<file path="config.mk">
export PLATFORM = sky130hd
export DESIGN_NAME = beam_scan_ctrl
export DESIGN_NICKNAME = d
export VERILOG_FILES = /design/src/rtl/beam_scan_ctrl.sv
export SDC_FILE = /design/constraint.sdc
export NUM_CORES = 1
export LEC_CHECK = 0
export CORE_AREA = 4 4 113 115
export CTS_BUF_LIST = sky130_fd_sc_hd__clkbuf_16
export CTS_CLUSTER_SIZE = 24
export DETAILED_ROUTE_END_ITERATION = 16
export DIE_AREA = 0 0 117 119
export GPL_ROUTABILITY_DRIVEN = 0
export GPL_TIMING_DRIVEN = 1
export PLACE_DENSITY = 0.75
export RECOVER_POWER = 100
export SYNTH_ARGS = -nofsm -noshare
export SYNTH_HDL_FRONTEND = slang
export SYNTH_SLANG_ARGS = --single-unit
</file>
<file path="constraint.sdc">
create_clock -name s_clk -period 2.26 [get_ports s_clk]
set_input_delay 0.452 -clock s_clk [delete_from_list [all_inputs] [get_ports s_clk]]
set_output_delay 0.452 -clock s_clk [all_outputs]
set_load 0.01 [all_outputs]
</file>
<file path="src/rtl/beam_scan_ctrl.sv">
// beam_scan_ctrl: steps the beamformer delay through NUM_STEPS settings, one energy window each,
// and reports the max-energy delay; the per-window watchdog is built only with SCAN_TIMEOUT_EN.
module beam_scan_ctrl #(
  parameter int NUM_STEPS   = 16,
  parameter int DELAY_W     = 6,
  parameter int STEER_MIN   = -8,
  parameter int ENERGY_W    = 32,
  parameter int SETTLE_CYC  = 64,
  parameter int TIMEOUT_CYC = 2**20
) (
  input  logic                         s_clk,
  input  logic                         rst,
  input  logic                         start,
  input  logic                         continuous,
  input  logic                         abort,
  output logic [DELAY_W-1:0]           steer_delay,
  output logic                         win_start,
  input  logic                         bf_energy_vld,
  input  logic [ENERGY_W-1:0]          bf_energy,
  output logic                         busy,
  output logic                         scan_done,
  output logic [DELAY_W-1:0]           best_delay,
  output logic [ENERGY_W-1:0]          best_energy,
  output logic [$clog2(NUM_STEPS)-1:0] step_idx,
  output logic                         timeout_err
);
  localparam int KW = $clog2(NUM_STEPS);
  localparam int CW = $clog2(SETTLE_CYC + 1);
  localparam logic [DELAY_W-1:0] SMIN = DELAY_W'(STEER_MIN);
  localparam logic [KW-1:0] LAST = KW'(NUM_STEPS - 1);
  if (NUM_STEPS < 2 || SETTLE_CYC < 1 || TIMEOUT_CYC < 1 ||
      STEER_MIN < -(2**(DELAY_W-1)) || STEER_MIN + NUM_STEPS - 1 >= 2**(DELAY_W-1)) begin : g_param_err
    $error("beam_scan_ctrl: steering range or counts out of bounds");
  end
  typedef enum logic [2:0] {IDLE, SET, SETTLE, WAIT, CMP, DONE} state_t;
  state_t              state_q, state_d;
  logic [KW-1:0]       k_q, k_d, run_idx_q, run_idx_d;
  logic [DELAY_W-1:0]  steer_q, steer_d, best_delay_q, best_delay_d;
  logic [CW-1:0]       cnt_q, cnt_d;
  logic [ENERGY_W-1:0] energy_q, energy_d, run_max_q, run_max_d, best_energy_q, best_energy_d;
  logic                terr_q, terr_d;
`ifdef SCAN_TIMEOUT_EN
  localparam int WW = $clog2(TIMEOUT_CYC + 1);
  logic [WW-1:0]       wd_q, wd_d;
  always_ff @(posedge s_clk)
    if (rst) wd_q <= '0;
    else wd_q <= wd_d;
`endif
  always_comb begin
    state_d = state_q;
    k_d = k_q;
    steer_d = steer_q;
    cnt_d = cnt_q;
    energy_d = energy_q;
    run_max_d = run_max_q;
    run_idx_d = run_idx_q;
    best_delay_d = best_delay_q;
    best_energy_d = best_energy_q;
    terr_d = terr_q;
`ifdef SCAN_TIMEOUT_EN
    wd_d = wd_q;
`endif
    win_start = 1'b0;
    scan_done = 1'b0;
    // abort overrides everything, including start in IDLE and the DONE update
    if (abort) state_d = IDLE;
    else case (state_q)
      IDLE: if (start) begin
        state_d = SET;
        k_d = '0;
        run_max_d = '0;
        run_idx_d = '0;
        terr_d = 1'b0;
      end
      SET: begin
        steer_d = SMIN + DELAY_W'(k_q);
        cnt_d = CW'(SETTLE_CYC - 1);
        state_d = SETTLE;
      end
      SETTLE: if (cnt_q == '0) begin
        win_start = 1'b1;
        state_d = WAIT;
`ifdef SCAN_TIMEOUT_EN
        wd_d = '0;
`endif
      end else cnt_d = cnt_q - 1'b1;
      WAIT: begin
        if (bf_energy_vld) begin
          energy_d = bf_energy;
          state_d = CMP;
        end
`ifdef SCAN_TIMEOUT_EN
        else if (wd_q == WW'(TIMEOUT_CYC - 1)) begin
          energy_d = '0;
          terr_d = 1'b1;
          state_d = CMP;
        end else wd_d = wd_q + 1'b1;
`endif
      end
      CMP: begin
        if (energy_q > run_max_q || k_q == '0) begin
          run_max_d = energy_q;
          run_idx_d = k_q;
        end
        state_d = (k_q == LAST) ? DONE : SET;
        k_d = (k_q == LAST) ? k_q : k_q + 1'b1;
      end
      DONE: begin
        scan_done = 1'b1;
        best_delay_d = SMIN + DELAY_W'(run_idx_q);
        best_energy_d = run_max_q;
        state_d = continuous ? SET : IDLE;
        if (continuous) begin
          k_d = '0;
          run_max_d = '0;
          run_idx_d = '0;
        end
      end
      default: state_d = IDLE;
    endcase
  end
  always_ff @(posedge s_clk)
    if (rst) begin
      state_q <= IDLE;
      k_q <= '0;
      steer_q <= SMIN;
      cnt_q <= '0;
      energy_q <= '0;
      run_max_q <= '0;
      run_idx_q <= '0;
      best_delay_q <= SMIN;
      best_energy_q <= '0;
      terr_q <= 1'b0;
    end else begin
      state_q <= state_d;
      k_q <= k_d;
      steer_q <= steer_d;
      cnt_q <= cnt_d;
      energy_q <= energy_d;
      run_max_q <= run_max_d;
      run_idx_q <= run_idx_d;
      best_delay_q <= best_delay_d;
      best_energy_q <= best_energy_d;
      terr_q <= terr_d;
    end
  assign steer_delay = steer_q;
  assign busy = state_q != IDLE;
  assign best_delay = best_delay_q;
  assign best_energy = best_energy_q;
  assign step_idx = k_q;
  assign timeout_err = terr_q;
endmodule
</file>
==> flow_summary.json, run 1 <==
{
  "seq_area_frac_synth": 0.431,
  "num_rows": 40,
  "cp.required_ps": 2560,
  "antenna_found_initial": 0,
  "clockBufferDepth": 2,
  "reg2reg_slack_ps": -140,
  "synth_top_area_share": 0.431,
  "drt-met1-wl_um": 6160,
  "slew_headroom": 0.452,
  "dieArea_um2": 13900,
  "cp.arrival_ps": 2690,
  "cts.sinks": 122,
  "synth_commonest_cells": "nand2_1 (185), dfxtp_1 (122), a21oi_1 (92), inv_1 (38)",
  "min_period_ps": 2400,
  "synthFlopType": "dfxtp_1",
  "antenna-diode-count": 0,
  "synth_edf_count": 0,
  "ys_ff_latch": 122,
  "synthTopCellsByArea": "dfxtp_1 (43%), nand2_1 (12%), a21oi_1 (8.1%)",
  "layout_setup_ws_ps": -136,
  "start_kind": "flip-flop",
  "fin_area_um2": 7860,
  "grt_use_total": 0.213,
  "setup-tns-final_ps": -2340,
  "worst_clock_skew_ps": 8.02,
  "htreeDepth": 4,
  "placed_cells": 919,
  "hpwl_um": 9410,
  "cts_tree": "built",
  "grt_pass1_wl_um": 23600,
  "worstHoldPathType": "in2reg",
  "drtAntennaViolNets": 0,
  "yosysWarnings": 0,
  "wl_met2_um": 7720,
  "die_y_um": 119,
  "drv_slew": 0,
  "critPathMaxFanout": 8,
  "drv_cap": 0,
  "fillers": 948,
  "grt_max_degree": 88,
  "core_um2": 11800,
  "finalSetupViolCount": 36,
  "yosysUniqueCellTypes": 42,
  "avgSynthCellArea_um2": 8.20,
  "grt.overflow.total": 0,
  "async_reset_ff_frac": 0,
  "synth.cell_area_um2": 5670,
  "io_buffers": 88,
  "power_density_nw_per_um2": 653,
  "synth_top_cell_by_area": "dfxtp_1",
  "critical_path_class": "reg2reg",
  "initial_utilization": 0.480,
  "drc_errors": 0,
  "grt_pass1_vias": 5043,
  "rsz0062_at_grt": "yes",
  "area_growth_pct": 38.6,
  "routed_wirelength_um": 14800,
  "first_pass_iters": 5,
  "rr_worst_depth": 10,
  "maxUsedRoutingLayer": "met4",
  "violations": "negative setup slack",
  "r2r-end": "run_max_q[17]$_SDFFE_PP0P_",
  "leakagePower_nw": 3.05,
  "startpoint": "run_max_q[17]$_SDFFE_PP0P_",
  "worst_setup_path_end_kind": "flip-flop",
  "timing.final.crit_share": 1.06,
  "hold_viol": 0,
  "routedWlPerCell_um": 15.5,
  "worst_pin_slew_ps": 822,
  "wl_met3_um": 670,
  "yosysMostFrequentCell": "nand2_1",
  "insertion_delay_ps": 420,
  "synth_nets": 765,
  "drive_gt1_frac": 0.174,
  "holdPathStages": 4,
  "final_net_count": 874,
  "clk_pin_slew_ps": 50,
  "via_count": 5086,
  "postCtsHoldBufs": 0,
  "drtIter0Drc": 381,
  "clockRootBuffer": "clkbuf_16",
  "pre_cts_ws_ps": -128,
  "holdPathEnd": "run_max_q[29]$_SDFFE_PP0P_",
  "placed_area_um2": 6860,
  "timing.fmax_mhz": 417,
  "fin_cells": 959,
  "synthCells": 691,
  "p_total_mw": 5.13,
  "die_w_um": 117,
  "cts_buffers": 17,
  "boundaryPins": 90,
  "hold_start": "rst",
  "status": "finished, violations left",
  "r2r-start": "run_max_q[17]$_SDFFE_PP0P_",
  "vias_per_cell": 5.30,
  "max-vdd-ir-drop_mv": 0.317
}
[per-layer routing]
layer | vias up | global-route usage
li1 | 2512 | -
met1 | 2423 | 0.257
met2 | 129 | 0.365
met3 | 22 | 0.0498
met4 | 0 | 0.0760
met5 | - | 0
[report_power, final]
part           leakage, nW  internal, mW  switching (mW)  total [mW]
Sequential           0.998          2.17          0.0149        2.18
Combinational         1.77         0.192           0.154       0.346
Clock                0.282          1.69           0.919        2.61
Total                 3.05          4.05            1.09        5.13
[flip-flops by register name, indices dropped and copies added (netlist names)]
name         count
cnt_q            7
best_energy     32
best_delay       4
state_q          3
run_max_q       32
step_idx         4
run_idx_q        4
steer_delay      4
energy_q        32
[placed cells by master (no fill, tap or decap), types with 5 or more instances in the layout]
cell / netlist / layout
xor2_1: 5 / 5
dfxtp_2: 0 / 29
nor3_1: 7 / 5
ha_4: 0 / 16
dfxtp_1: 122 / 93
nand2b_1: 36 / 36
buf_12: 3 / 7
clkbuf_16: 0 / 18
o21ai_0: 10 / 9
nand4_1: 9 / 9
clkinv_1: 1 / 6
dlygate4sd3_1: 0 / 45
inv_2: 0 / 9
clkdlybuf4s50_1: 0 / 39
buf_4: 5 / 33
a21oi_1: 92 / 88
inv_1: 38 / 31
nor2_1: 17 / 16
mux2i_1: 36 / 34
ha_1: 36 / 20
nand2_1: 185 / 185
nand3_1: 12 / 12
a211oi_1: 9 / 9
[worst max-delay path: stages, from the launching register on]
cell and delay (ps):
dfxtp_1 350, inv_1 60, ha_1 310, a21oi_1 80, o21ai_0 400, a22oi_2 150
a221oi_2 370, a21oi_4 60, buf_12 160, buf_12 140, mux2i_4 180
[kinds of logic (layout without fill, tap and decap cells)]
| group | Yosys count | after routing | share of synthesized area |
|---|---|---|---|
| adder cells (fa/ha/maj) | 36 | 36 | 0.0795 |
| AO/OA/AOI/OAI | 126 | 126 | 0.127 |
| flip-flops | 122 | 122 | 0.431 |
| multiplexers | 36 | 36 | 0.0636 |
| XOR/XNOR | 7 | 7 | 0.0108 |
| other | 1 | 1 | 0.000662 |
| buffers and inverters | 83 | 204 | 0.0687 |
| AND/OR/NAND/NOR | 280 | 280 | 0.219 |
[per-stage QoR]
stage | hold WS [ps] | utilization
2_1_floorplan | 432 | -
3_3_place_gp | 444 | 0.581
3_5_place_dp | 449 | 0.581
4_1_cts | 439 | 0.650
5_1_grt | 445 | 0.665
6_report | 443 | 0.665
[worst max-delay path by stage]
stage | end | slack (ps)
2_1_floorplan | run_idx_q[0]$_SDFFE_PP0P_ | 100
3_3_place_gp | run_max_q[5]$_SDFFE_PP0P_ | -30
3_5_place_dp | run_max_q[17]$_SDFFE_PP0P_ | -130
4_1_cts | run_max_q[13]$_SDFFE_PP0P_ | -70
5_1_grt | run_max_q[17]$_SDFFE_PP0P_ | -180
6_report | run_max_q[17]$_SDFFE_PP0P_ | -140
[final cells by class]
type / instances / area [um2] / share of cell area
flip-flops and latches: 122 / 2480 / 0.316
well taps: 147 / 184 / 0.0234
inverters: 39 / 146 / 0.0186
clock inverters: 14 / 139 / 0.0177
clock buffers: 17 / 425 / 0.0542
repair buffers: 134 / 1320 / 0.169
multi-input cells: 486 / 3160 / 0.402
[what timing repair did]
action                                  CTS  global route
pin swaps                                11            12
cloned                                    1             1
endpoints found under the setup margin   38            37
resized for setup                        39            43
hold endpoints to repair                  0             0
buffers inserted                          4             5
No activity file was read; power rests on OpenSTA's default activity.
==> inputs of run 2 (changes only) <==
--- a/config.mk
+++ b/config.mk
@@ -7,11 +7,12 @@
 export LEC_CHECK = 0
 export CORE_AREA = 4 4 113 115
 export CTS_BUF_LIST = sky130_fd_sc_hd__clkbuf_16
+export CTS_CLUSTER_DIAMETER = 50
 export CTS_CLUSTER_SIZE = 24
 export DETAILED_ROUTE_END_ITERATION = 16
 export DIE_AREA = 0 0 117 119
 export GPL_ROUTABILITY_DRIVEN = 0
-export GPL_TIMING_DRIVEN = 1
+export GPL_TIMING_DRIVEN = 0
 export PLACE_DENSITY = 0.75
 export RECOVER_POWER = 100
 export SYNTH_ARGS = -nofsm -noshare
==> run 2 against run 1 <==
Largest power group unchanged. Highest routed layer unchanged. Wire length up 3.5%. First-iteration DRC count rose by 11%. Cell area is 0.67% lower. The run still ends with negative setup slack left. Global-route usage up 1.2 points. Critical endpoint is now run_idx_q[3]$_SDFFE_PP0P_. Core utilization down 0.44 points. Critical path type unchanged.
==> flow_summary.json, run 2 (synthesis results as in run 1) <==
{
  "status": "finished, violations left",
  "violations": "negative setup slack",
  "grt_max_degree": 17,
  "htreeDepth": 4,
  "critical_path_class": "reg2reg",
  "vias_per_cell": 5.29,
  "power_density_nw_per_um2": 667,
  "placed_cells": 925,
  "fin_cells": 979,
  "leakagePower_nw": 3.01,
  "r2r-end": "run_idx_q[3]$_SDFFE_PP0P_",
  "critPathMaxFanout": 6,
  "min_period_ps": 2410,
  "routedWlPerCell_um": 15.7,
  "area_growth_pct": 37.7,
  "clockBufferDepth": 2,
  "insertion_delay_ps": 420,
  "worst_clock_skew_ps": 7.80,
  "antenna-diode-count": 0,
  "slew_headroom": 0.581,
  "rr_worst_depth": 11,
  "fin_area_um2": 7800,
  "antenna_found_initial": 0,
  "reg2reg_slack_ps": -150,
  "cts_buffers": 17,
  "grt.overflow.total": 0,
  "rsz0062_at_grt": "yes",
  "setup-tns-final_ps": -4500,
  "grt_use_total": 0.225,
  "holdPathStages": 2,
  "slowest_stage": "or4b_4",
  "core_um2": 11800,
  "max_stage_delay_ps": 500,
  "dieArea_um2": 13900,
  "pre_cts_ws_ps": -736,
  "final_net_count": 894,
  "hold_start": "best_energy[26]$_SDFFE_PP0P_",
  "grt_pass1_wl_um": 24600,
  "layout_setup_ws_ps": -153,
  "drtAntennaViolNets": 0,
  "postCtsHoldBufs": 0,
  "hold_viol": 0,
  "die_y_um": 119,
  "drv_cap": 0,
  "final_common_cell": "nand2_1",
  "start_kind": "flip-flop",
  "cp.required_ps": 2590,
  "hpwl_um": 10300,
  "drtIter0Drc": 422,
  "drc_errors": 0,
  "boundaryPins": 90,
  "crit_top_cell": "buf_12",
  "worstHoldPathType": "reg2reg",
  "num_rows": 40,
  "die_w_um": 117,
  "grt_pass1_vias": 5174,
  "worst_setup_path_end_kind": "flip-flop",
  "max-vdd-ir-drop_mv": 0.493,
  "drv_slew": 0,
  "crit_chain": "inv_1 -> ha_1 -> nand4_1 -> nor3_2 -> a21boi_1 -> or4b_4 -> a21oi_2 -> buf_6 -> buf_12 -> buf_12 -> mux2i_2",
  "first_pass_iters": 5,
  "timing.fmax_mhz": 414,
  "drive_gt1_frac": 0.139,
  "cts.sinks": 122,
  "timing.final.crit_share": 1.07,
  "holdWs_ps": 452,
  "cts_tree": "built",
  "cp.arrival_ps": 2740,
  "r2r-start": "run_max_q[8]$_SDFFE_PP0P_",
  "worst_pin_slew_ps": 628,
  "holdPathEnd": "best_energy[26]$_SDFFE_PP0P_",
  "via_count": 5183,
  "io_buffers": 87,
  "routed_wirelength_um": 15400,
  "clockRootBuffer": "clkbuf_16",
  "placed_area_um2": 6730,
  "clk_pin_slew_ps": 50,
  "initial_utilization": 0.480,
  "finalSetupViolCount": 56,
  "final_cell_mix": "nand2_1 (185), dfxtp_1 (106), a21oi_1 (89)"
}
==> run 2: cell count changes in the layout (fill, tap and decap cells not counted), moves of 6 or more <==
cell	change
ha_4	-8
ha_1	+8
dfxtp_1	+13
buf_4	-11
dfxtp_2	-13
inv_1	+6
inv_2	-6
clkbuf_1	+24
==> run 2: final cells by class <==
cell class | instances | area, um2
fillers | 945 | 4010
multi-input cells | 486 | 3060
flip-flops and latches | 122 | 2460
repair buffers | 110 | 1110
clock buffers | 17 | 425
plain buffers | 44 | 262
well taps | 147 | 184
inverters | 39 | 153
clock inverters | 14 | 140
==> run 2: metrics by stage <==
stage	power, mW	utilization
floorplan	2.41	-
CTS	5.19	0.644
global route	5.34	0.661
finish	5.21	0.661
global placement	2.52	0.570
detailed placement	2.53	0.570
==> run 2: routing by layer <==
layer	global-route usage	wire length, um	up-vias
met5	0	0	-
met4	0.0932	368	0
met3	0.0452	740	31
met2	0.387	7750	149
met1	0.269	6490	2452
li1	-	-	2551
==> run 2: worst max path at each step <==
stage	startpoint	to	slack, ps	cells after the start
finish	run_max_q[8]$_SDFFE_PP0P_	run_idx_q[3]$_SDFFE_PP0P_	-150	11
global route	run_max_q[8]$_SDFFE_PP0P_	run_max_q[15]$_SDFFE_PP0P_	-250	10
CTS	run_max_q[13]$_SDFFE_PP0P_	run_max_q[10]$_SDFFE_PP0P_	-80	10
detailed placement	abort	scan_done	-740	5
global placement	abort	scan_done	-730	5
floorplan	run_max_q[1]$_SDFFE_PP0P_	run_idx_q[0]$_SDFFE_PP0P_	100	10
==> run 2: worst max-delay path, delay by kind of cell (launching register included) <==
family          cells  cell delay, ps
simple gates        3             720
buf+inv             4             450
flops               1             350
compound gates      2             290
fa+ha+maj           1             290
mux                 1             220
==> run 2: report_power, final <==
group | internal, mW | total [mW] | switching (mW)
sequential | 2.17 | 2.18 | 0.0184
clock | 1.69 | 2.63 | 0.944
combinational | 0.220 | 0.388 | 0.168
total | 4.08 | 5.21 | 1.13
==> run 2: repair_timing <==
action                                 in CTS  in global routing
gates resized for setup                    50                 30
gates cloned                                2                  1
setup endpoints to repair                  54                 69
pin swaps                                   5                  7
endpoints found under the hold margin       0                  0
setup buffers                               9                 11
==> inputs of run 3 (changes only) <==
--- a/config.mk
+++ b/config.mk
@@ -5,15 +5,15 @@
 export SDC_FILE = /design/constraint.sdc
 export NUM_CORES = 1
 export LEC_CHECK = 0
-export CORE_AREA = 4 4 113 115
+export CORE_AREA = 4 4 104 106
 export CTS_BUF_LIST = sky130_fd_sc_hd__clkbuf_16
 export CTS_CLUSTER_DIAMETER = 50
 export CTS_CLUSTER_SIZE = 24
 export DETAILED_ROUTE_END_ITERATION = 16
-export DIE_AREA = 0 0 117 119
+export DIE_AREA = 0 0 108 110
 export GPL_ROUTABILITY_DRIVEN = 0
 export GPL_TIMING_DRIVEN = 0
-export PLACE_DENSITY = 0.75
+export PLACE_DENSITY = 0.83
 export RECOVER_POWER = 100
 export SYNTH_ARGS = -nofsm -noshare
 export SYNTH_HDL_FRONTEND = slang
==> constraint.sdc (replaced) <==
create_clock -name s_clk -period 2.8 [get_ports s_clk]
set_input_delay 0.56 -clock s_clk [delete_from_list [all_inputs] [get_ports s_clk]]
set_output_delay 0.56 -clock s_clk [all_outputs]
set_load 0.01 [all_outputs]
==> run 3 against run 2 <==
The flow now finishes without violations. Sequential power shrank 19%. Largest cell class unchanged. Wire length shrank 4.6%. Sequential cell count is the same. Via count shrank 1.4%. Worst setup slack gained 280 ps. Die area shrank 15%. Register-to-register slack gained 280 ps. Global-route usage grew 2.8 points. Clock skew grew 3.0 ps. Worst hold slack lost 3.5 ps. Count of clock-buffer cells in the layout is the same. First-iteration DRC count shrank 27%.
==> flow_summary.json, run 3 (synthesis results as in run 1) <==
{
  "critical_path_class": "in2out",
  "htreeDepth": 4,
  "cts_buffers": 17,
  "worst_setup_path_end_kind": "output pin",
  "drive_gt1_frac": 0.0567,
  "drv_cap": 0,
  "power_frac_seq": 0.457,
  "holdPathEnd": "best_energy[15]$_SDFFE_PP0P_",
  "cts_tree": "built",
  "switchingPower_uw": 882,
  "drtIter0Drc": 310,
  "switching_share": 0.229,
  "antenna-diode-count": 0,
  "setup-tns-final_ps": 0,
  "die_w_um": 108,
  "crit_chain": "clkdlybuf4s50_1 -> nor2_4 -> nand2_1 -> nor2_1 -> clkdlybuf4s50_1",
  "holdWs_ps": 448,
  "routed_wirelength_um": 14600,
  "core_um2": 9770,
  "dieArea_um2": 11900,
  "worst_pin_slew_ps": 645,
  "holdPathStages": 2,
  "die_y_um": 110,
  "postCtsHoldBufs": 0,
  "timing.final.crit_share": 0.954,
  "critPathMaxFanout": 10,
  "antenna_found_initial": 0,
  "min_period_ps": 2670,
  "power_density_nw_per_um2": 531,
  "grt_use_total": 0.253,
  "r2r-start": "run_max_q[1]$_SDFFE_PP0P_",
  "clk_pin_slew_ps": 50,
  "final_net_count": 874,
  "reg2reg_slack_ps": 130,
  "status": "complete, no violations",
  "hold_viol": 0,
  "slew_headroom": 0.570,
  "fin_cells": 945,
  "grt_max_degree": 19,
  "rsz0062_at_grt": "no",
  "clockBufferDepth": 2,
  "crit_top_cell": "clkdlybuf4s50_1",
  "area_growth_pct": 27.9,
  "worstHoldPathType": "reg2reg",
  "grt.overflow.total": 0,
  "placed_cells": 911,
  "via_count": 5111,
  "grt_pass1_vias": 5209,
  "hold_start": "best_energy[15]$_SDFFE_PP0P_",
  "worst_clock_skew_ps": 10.8,
  "cp.arrival_ps": 2110,
  "start_kind": "input pin",
  "max-vdd-ir-drop_mv": 0.290,
  "finalSetupViolCount": 0,
  "final_common_cell": "nand2_1",
  "hpwl_um": 10300,
  "startpoint": "abort",
  "insertion_delay_ps": 410,
  "final_cell_mix": "nand2_1 (185), dfxtp_1 (122), a21oi_1 (92)",
  "io_buffers": 87,
  "leakagePower_nw": 2.78,
  "drv_slew": 0,
  "num_rows": 36,
  "max_stage_delay_ps": 550,
  "drtAntennaViolNets": 0,
  "cp.required_ps": 2240,
  "rr_worst_depth": 10,
  "timing.fmax_mhz": 374,
  "initial_utilization": 0.580,
  "combPwrFrac": 0.066,
  "routedWlPerCell_um": 15.5,
  "vias_per_cell": 5.41,
  "boundaryPins": 90,
  "grt_pass1_wl_um": 23800,
  "drc_errors": 0,
  "clockRootBuffer": "clkbuf_16",
  "slowest_stage": "clkdlybuf4s50_1",
  "internal_power_mw": 2.97,
  "cts.sinks": 122,
  "first_pass_iters": 5,
  "clockPowerShare": 0.477,
  "r2r-end": "run_max_q[6]$_SDFFE_PP0P_"
}
==> run 3: critical path: cells and delay by family <==
kind,cells,cell delay [ps]
buf+inv,2,1100
simple gates,3,460
==> run 3: repair_timing <==
action | CTS | global route
pin swaps | 0 | 0
gates resized for setup | 5 | 2
setup endpoints to repair | 2 | 8
buffers inserted | 0 | 4
==> run 3: worst max path at each step <==
stage                                           end  slack [ps]  cells past startpoint
after floorplan           run_idx_q[0]$_SDFFE_PP0P_         510                     10
after global placement                    scan_done        -400                      5
after detailed placement                  scan_done        -410                      5
after CTS                                 scan_done          30                      6
after global routing                      scan_done          20                      6
final                                     win_start         130                      5
==> run 3: final cells by class <==
class,instances,area (um2)
well taps,133,166
flip-flops and latches,122,2440
inverters,39,151
clock inverters,14,68.8
plain buffers,43,239
fillers,710,2520
multi-input cells,486,2860
clock buffers,17,425
repair buffers,91,901
==> run 3: through the flow <==
stage / total power [mW] / util / instance area, um2 / setup slack (ps)
after detailed placement: 2.04 / 0.686 / 6710 / -405
after global routing: 3.96 / 0.742 / 7250 / 15.7
after floorplan: 1.94 / - / 5670 / 505
after CTS: 3.85 / 0.738 / 7210 / 26.1
after global placement: 2.03 / 0.686 / 6710 / -396
final: 3.85 / 0.742 / 7250 / 130
==> run 3: power groups by stage <==
stage          clock [mW]  combinational, mW  sequential (mW)
2_1_floorplan           0              0.147             1.79
3_3_place_gp            0              0.237             1.80
3_5_place_dp            0              0.243             1.80
4_1_cts              1.84              0.246             1.76
5_1_grt              1.93              0.271             1.76
6_report             1.84              0.253             1.76
==> run 3: metal layers <==
metal  share of wire  up-vias  track usage
met4           0.030        0        0.114
met2            0.50      166        0.452
li1                -     2514            -
met5               0        -            0
met1            0.41     2384        0.292
met3           0.058       47       0.0536
